$ cat src/rtl/drain_pkg.sv
// Shared constants and types for the output drain stage and its round-robin arbiter.
package drain_pkg;
  localparam int DATA_W    = 10;
  localparam int NPORT     = 4;
  // External name of local port 0 (ports 4..7 map to indices 0..3).
  localparam int PORT_BASE = 4;

  typedef logic [1:0] port_idx_t;
endpackage

$ cat src/rtl/rr_arbiter4.sv
// Four-request round-robin arbiter: grants the first request found scanning upward from ptr+1.
module rr_arbiter4
  import drain_pkg::*;
(
  input  logic [NPORT-1:0] req,
  input  port_idx_t        ptr,
  input  logic             en,
  output logic [NPORT-1:0] grant,
  output port_idx_t        grant_idx
);

  logic      found;
  port_idx_t cand;

  always_comb begin
    grant     = '0;
    grant_idx = ptr;
    found     = 1'b0;
    cand      = ptr;
    // i = NPORT wraps back to ptr itself, so it is searched last.
    for (int i = 1; i <= NPORT; i++) begin
      cand = ptr + port_idx_t'(i);
      if (!found && req[cand]) begin
        found     = 1'b1;
        grant_idx = cand;
      end
    end
    if (en && found) grant[grant_idx] = 1'b1;
  end

endmodule

$ cat src/rtl/output_drain_rr.sv
// Drains output FIFOs 4..7 round-robin into one tagged valid/ready stream with per-port counters.
module output_drain_rr
  import drain_pkg::*;
#(
  parameter int DATA_W = drain_pkg::DATA_W,
  parameter int CNT_W  = 8
) (
  input  logic              clk,
  input  logic              reset,
  input  logic              init,
  input  logic              empty4,
  input  logic              empty5,
  input  logic              empty6,
  input  logic              empty7,
  input  logic [DATA_W-1:0] fifo_data4,
  input  logic [DATA_W-1:0] fifo_data5,
  input  logic [DATA_W-1:0] fifo_data6,
  input  logic [DATA_W-1:0] fifo_data7,
  output logic              pop4,
  output logic              pop5,
  output logic              pop6,
  output logic              pop7,
  output logic [DATA_W-1:0] data_out,
  output logic [1:0]        src_out,
  output logic              valid_out,
  input  logic              ready_in,
  output logic [CNT_W-1:0]  cnt4,
  output logic [CNT_W-1:0]  cnt5,
  output logic [CNT_W-1:0]  cnt6,
  output logic [CNT_W-1:0]  cnt7,
  output logic              idle
);

  logic [NPORT-1:0]  empty_vec;
  logic [NPORT-1:0]  grant;
  logic [DATA_W-1:0] fifo_data_arr [NPORT];
  logic [CNT_W-1:0]  cnt_reg [NPORT];
  port_idx_t         grant_idx;
  port_idx_t         ptr_reg;
  port_idx_t         infl_src_reg;
  logic              infl_reg;
  logic [1:0]        occ_reg;
  logic [DATA_W-1:0] head_data_reg, tail_data_reg;
  port_idx_t         head_src_reg, tail_src_reg;
  logic              deq, enq, credit_ok, pop_en;
  logic [DATA_W-1:0] cap_data;

  assign empty_vec        = {empty7, empty6, empty5, empty4};
  assign fifo_data_arr[0] = fifo_data4;
  assign fifo_data_arr[1] = fifo_data5;
  assign fifo_data_arr[2] = fifo_data6;
  assign fifo_data_arr[3] = fifo_data7;

  assign valid_out = (occ_reg != 2'd0);
  assign deq       = valid_out && ready_in;

  // Buffered plus in-flight words, minus the one leaving now, must stay below two.
  assign credit_ok = ({1'b0, occ_reg} + {2'b00, infl_reg}) < (3'd2 + {2'b00, deq});
  assign pop_en    = reset && !init && credit_ok;

  rr_arbiter4 u_arb (
    .req       (~empty_vec),
    .ptr       (ptr_reg),
    .en        (pop_en),
    .grant     (grant),
    .grant_idx (grant_idx)
  );

  assign {pop7, pop6, pop5, pop4} = grant;

  assign enq      = infl_reg;
  assign cap_data = fifo_data_arr[infl_src_reg];

  always_ff @(posedge clk or negedge reset) begin
    if (!reset) begin
      ptr_reg      <= 2'd3;
      infl_reg     <= 1'b0;
      infl_src_reg <= 2'd0;
    end else begin
      infl_reg <= |grant;
      if (|grant) begin
        ptr_reg      <= grant_idx;
        infl_src_reg <= grant_idx;
      end
    end
  end

  // Two-entry buffer: head drives the output, tail only fills while the head is held.
  always_ff @(posedge clk or negedge reset) begin
    if (!reset) begin
      occ_reg       <= 2'd0;
      head_data_reg <= '0;
      head_src_reg  <= 2'd0;
      tail_data_reg <= '0;
      tail_src_reg  <= 2'd0;
    end else begin
      case ({enq, deq})
        2'b10: begin
          if (occ_reg == 2'd0) begin
            head_data_reg <= cap_data;
            head_src_reg  <= infl_src_reg;
          end else begin
            tail_data_reg <= cap_data;
            tail_src_reg  <= infl_src_reg;
          end
          occ_reg <= occ_reg + 2'd1;
        end
        2'b01: begin
          head_data_reg <= tail_data_reg;
          head_src_reg  <= tail_src_reg;
          occ_reg       <= occ_reg - 2'd1;
        end
        2'b11: begin
          if (occ_reg == 2'd1) begin
            head_data_reg <= cap_data;
            head_src_reg  <= infl_src_reg;
          end else begin
            head_data_reg <= tail_data_reg;
            head_src_reg  <= tail_src_reg;
            tail_data_reg <= cap_data;
            tail_src_reg  <= infl_src_reg;
          end
        end
        default: ;
      endcase
    end
  end

  assign data_out = head_data_reg;
  assign src_out  = head_src_reg;

  genvar gi;
  generate
    for (gi = 0; gi < NPORT; gi++) begin : g_cnt
      always_ff @(posedge clk or negedge reset) begin
        if (!reset) begin
          cnt_reg[gi] <= '0;
        end else if (init) begin
          cnt_reg[gi] <= '0;
        end else if (deq && (head_src_reg == port_idx_t'(gi))) begin
          cnt_reg[gi] <= cnt_reg[gi] + CNT_W'(1);
        end
      end
    end
  endgenerate

  assign cnt4 = cnt_reg[0];
  assign cnt5 = cnt_reg[1];
  assign cnt6 = cnt_reg[2];
  assign cnt7 = cnt_reg[3];

  assign idle = !reset || ((occ_reg == 2'd0) && !infl_reg && (&empty_vec));

endmodule

$ cat config.mk
export PLATFORM = sky130hd
export DESIGN_NAME = output_drain_rr
export DESIGN_NICKNAME = d
export VERILOG_FILES = /design/src/rtl/drain_pkg.sv /design/src/rtl/rr_arbiter4.sv /design/src/rtl/output_drain_rr.sv
export SDC_FILE = /design/constraint.sdc
export NUM_CORES = 1
export LEC_CHECK = 0
export BUFFER_PORTS_ARGS = -buffer_cell sky130_fd_sc_hd__buf_2
export CAP_MARGIN = 20
export CORE_AREA = 2 2 104 106
export CTS_CLUSTER_SIZE = 10
export DETAILED_ROUTE_END_ITERATION = 10
export DIE_AREA = 0 0 106 108
export PLACE_DENSITY = 0.68
export RECOVER_POWER = 50
export SETUP_SLACK_MARGIN = 0.1
export SYNTH_ARGS = -nofsm -noshare
export SYNTH_HDL_FRONTEND = slang
export SYNTH_HIERARCHICAL = 1
export SYNTH_SLANG_ARGS = --single-unit
$ cat constraint.sdc
create_clock -name clk -period 2.8 [get_ports clk]
set_input_delay 0.14 -clock clk [delete_from_list [all_inputs] [get_ports clk]]
set_output_delay 0.14 -clock clk [all_outputs]
set_load 0.1 [all_outputs]
==> run_results.csv <==
group,metric,value,unit
finish,design_area,4477,um2
synth,synth_edf_count,0,
synth,synth_top_area_share,43.46,%
sta,worst_slack,0.2496,ns
global_route,grt_pass1_vias,2968,
worst_setup_path,crit_path_end,"infl_src_reg[0]$_DFFE_PN0P_",
synth,syn_area,3512,um2
cts,cts.sinks,63,
synth,syn-num-nets,400,
routing,detail_route.vias_per_cell,5.275,
sta,hold_viol_final,0,
worst_setup_path,cp.required,3.02,ns
cts,clk_latency,0.34,ns
synth,synthTopCellsByCount,"61 x dfrtp_1, 26 x nor2_1, 23 x o21ai_0, 22 x mux2_2, 21 x a21oi_1",
worst_setup_path,critPathArrivalTime,2.77,ns
worst_setup_path,worst_r2r_endpoint,"infl_src_reg[0]$_DFFE_PN0P_",
hold_path,hp-class,"in2reg",
routing,firstDrtPassIters,4,
sta,grt_setup_unrepaired,"false",
synth,synth-seq-area-share,44.96,%
worst_setup_path,crit_type,"reg2reg",
global_route,grt_use_total,15.80,%
routing,wire_per_inst,15.13,um
finish,fin_nets,495,
sta,fin_crit_sh,91.09,%
sta,fin_skew,0.009321,ns
floorplanning,start_util,34.33,%
synth,synth_cell_type_count,46,
floorplanning,core,10230,um2
synth,post-synth-top-count-cell,"dfrtp_1",
global_route,grt_pass1_wl,14.33,mm
finish,n_antenna_cell,0,
finish,drive_gt1_share,32.28,%
placement,placed_cell_area,4249,um2
cts,path_clk_slew,0.07,ns
global_route,grt_max_degree,65,
hold_path,hp-start,"fifo_data7[8]",
routing,via_count,3054,
sta,finalSetupViolations,0,
routing,drtAntennaViolNets,0,
sta,fmax,392.1,MHz
floorplanning,rows,37,
outcome,violations,"capacitance limit, slew limit",
global_route,antenna_found_initial,0,
sta,slew_headroom,-10.75,%
cts,ctsHtreeMaxLevel,3,
synth,synthArstFlopShare,100.0,%
outcome,outcome,"finished with violations",
cts,clk_path_buf_depth,2,
floorplanning,die_area,11450,um2
worst_setup_path,r2r_start,"occ_reg[0]$_DFFE_PN0P_",
synth,synth-main-ff-cell,"dfrtp_1",
synth,yosys.area.top_type,"dfrtp_1",
worst_setup_path,critPathLaunch,"occ_reg[0]$_DFFE_PN0P_",
placement,pre_cts_slack,0.1516,ns
power_and_ir_drop,irDropWorstVdd,672.6,uV
synth,avgSynthCellArea,10.24,um2
routing,drtIter0Drc,176,
placement,port_buffers,97,
floorplanning,die_w,106,um
sta,worst_pin_slew,1.661,ns
synth,yosys-top-cells-area,"dfrtp_1 43%, mux2_2 7.1%, mux4_2 6.4%, o21ai_0 3.3%, ha_1 3.2%",
synth,yosysWarnings,6,
cts,numCtsBuffers,9,
routing,drt-total-wl,8.763,mm
placement,gp_congestion,0.7543,
worst_setup_path,r2r_setup_slack,0.25,ns
placement,post-dp-hpwl,6.199,mm
worst_setup_path,worstSetupStartpointType,"flip-flop",
floorplanning,ios,98,
synth,ys_seq_elements,63,
finish,area_growth,27.47,%
cts,clock-root-buffer,"clkbuf_8",
routing,post-route-drc-count,0,
sta,tns,0,ns
sta,post-route-min-period,2.550,ns
power_and_ir_drop,p_leak,1.925,nW
cts,cts_tree,"yes",
synth,syn_inst,343,
worst_setup_path,path_max_fanout,5,
flow_run,cap_violations,1,
floorplanning,die_y,108,um
worst_setup_path,cp-end-kind,"flip-flop",
global_route,grt_overflow_total,0,
worst_setup_path,ff2ff_path_depth,9,
sta,slew_violations,65,
power_and_ir_drop,power_density,1034,nW/um2
layer usage:
layer  GRT usage, %  part of all wire (%)
met3          4.461                   6.1
met4          5.169                  0.86
met2          26.77                    49
met5              0                     0
met1          19.56                    44
cells by family after synthesis:
kind of cell,count (synthesis),share of synthesized area [%]
flip-flops,63,44.96
buffers and inverters,39,4.524
XOR/XNOR,5,1.247
adder cells (fa/ha/maj),9,3.206
AO/OA/AOI/OAI,72,12.04
multiplexers,37,14.93
AND/OR/NAND/NOR,118,19.10
stage by stage:
stage	power, W	std cells	utilization (%)	hold slack (ns)
floorplan	0.003259	343	-	-0.1556
global placement	0.003683	562	41.53	0.4360
detailed placement	0.003752	562	41.53	0.4456
CTS	0.004660	578	43.71	0.07231
global route	0.004897	579	43.76	0.2512
finish	0.004627	579	43.76	0.2614
placed cells by master, fill, tap and decap left out, types with 2 or more instances in the layout:
| cell | instances |
|---|---|
| buf_2 | 67 |
| dfrtp_1 | 61 |
| clkbuf_1 | 27 |
| nor2_1 | 26 |
| o21ai_0 | 23 |
| mux2_2 | 22 |
| a21oi_1 | 21 |
| nand3_1 | 19 |
| inv_1 | 18 |
| nand2_1 | 13 |
| a31oi_1 | 12 |
| o31ai_1 | 12 |
| or4_1 | 12 |
| mux4_2 | 10 |
| clkbuf_8 | 10 |
| ha_1 | 8 |
| nor2b_1 | 7 |
| or3_1 | 6 |
| nand4_1 | 5 |
| buf_4 | 5 |
| mux2i_1 | 4 |
| nor4_1 | 4 |
| buf_12 | 4 |
| nor3_1 | 3 |
| xor2_1 | 3 |
| inv_2 | 2 |
| xnor2_1 | 2 |
| and3b_1 | 2 |
| nand4bb_1 | 2 |
| bufinv_16 | 2 |
| dfstp_2 | 2 |
| nor3_4 | 2 |
| and3_4 | 2 |
where the power goes:
part | leakage [nW] | switching (W) | internal, W
clock network | 0.110 | 0.000363 | 0.000526
registers | 0.807 | 0.000269 | 0.00117
logic | 1.01 | 0.00160 | 0.000701
area by class of cell:
type                    instances  area [um2]
flip-flops and latches         63        1579
multi-input cells             241        1874
repair buffers                103       555.5
inverters                      20       75.07
fillers                      1006        5754
clock inverters                 5       81.33
clock buffers                  11       141.4
well taps                     136       170.2
repair_timing:
action | CTS | global route
setup endpoints to repair | 0 | 4
resized for setup | 0 | 6
setup buffers | 0 | 1
hold buffers | 0 | 0
worst min path at each step:
stage / depth (start not counted) / to
6_report: 3 / tail_data_reg[8]$_DFFE_PN0P_
5_1_grt: 3 / tail_data_reg[8]$_DFFE_PN0P_
4_1_cts: 2 / cnt7[3]$_DFFE_PN0P_
3_5_place_dp: 2 / cnt7[3]$_DFFE_PN0P_
3_3_place_gp: 2 / cnt7[3]$_DFFE_PN0P_
2_1_floorplan: 0 / cnt4[0]$_DFFE_PN0P_
worst max-delay path: stages, from the launching register on:
cell and delay (ns):
dfrtp_1 0.43, ha_1 0.23, ha_1 0.26, o21ai_0 0.07, and3_1 0.20, o41ai_4 0.10, inv_1 0.12, and3_4 0.23
nor4_4 0.41, mux2_2 0.38
(Power assumes the default switching activity.)
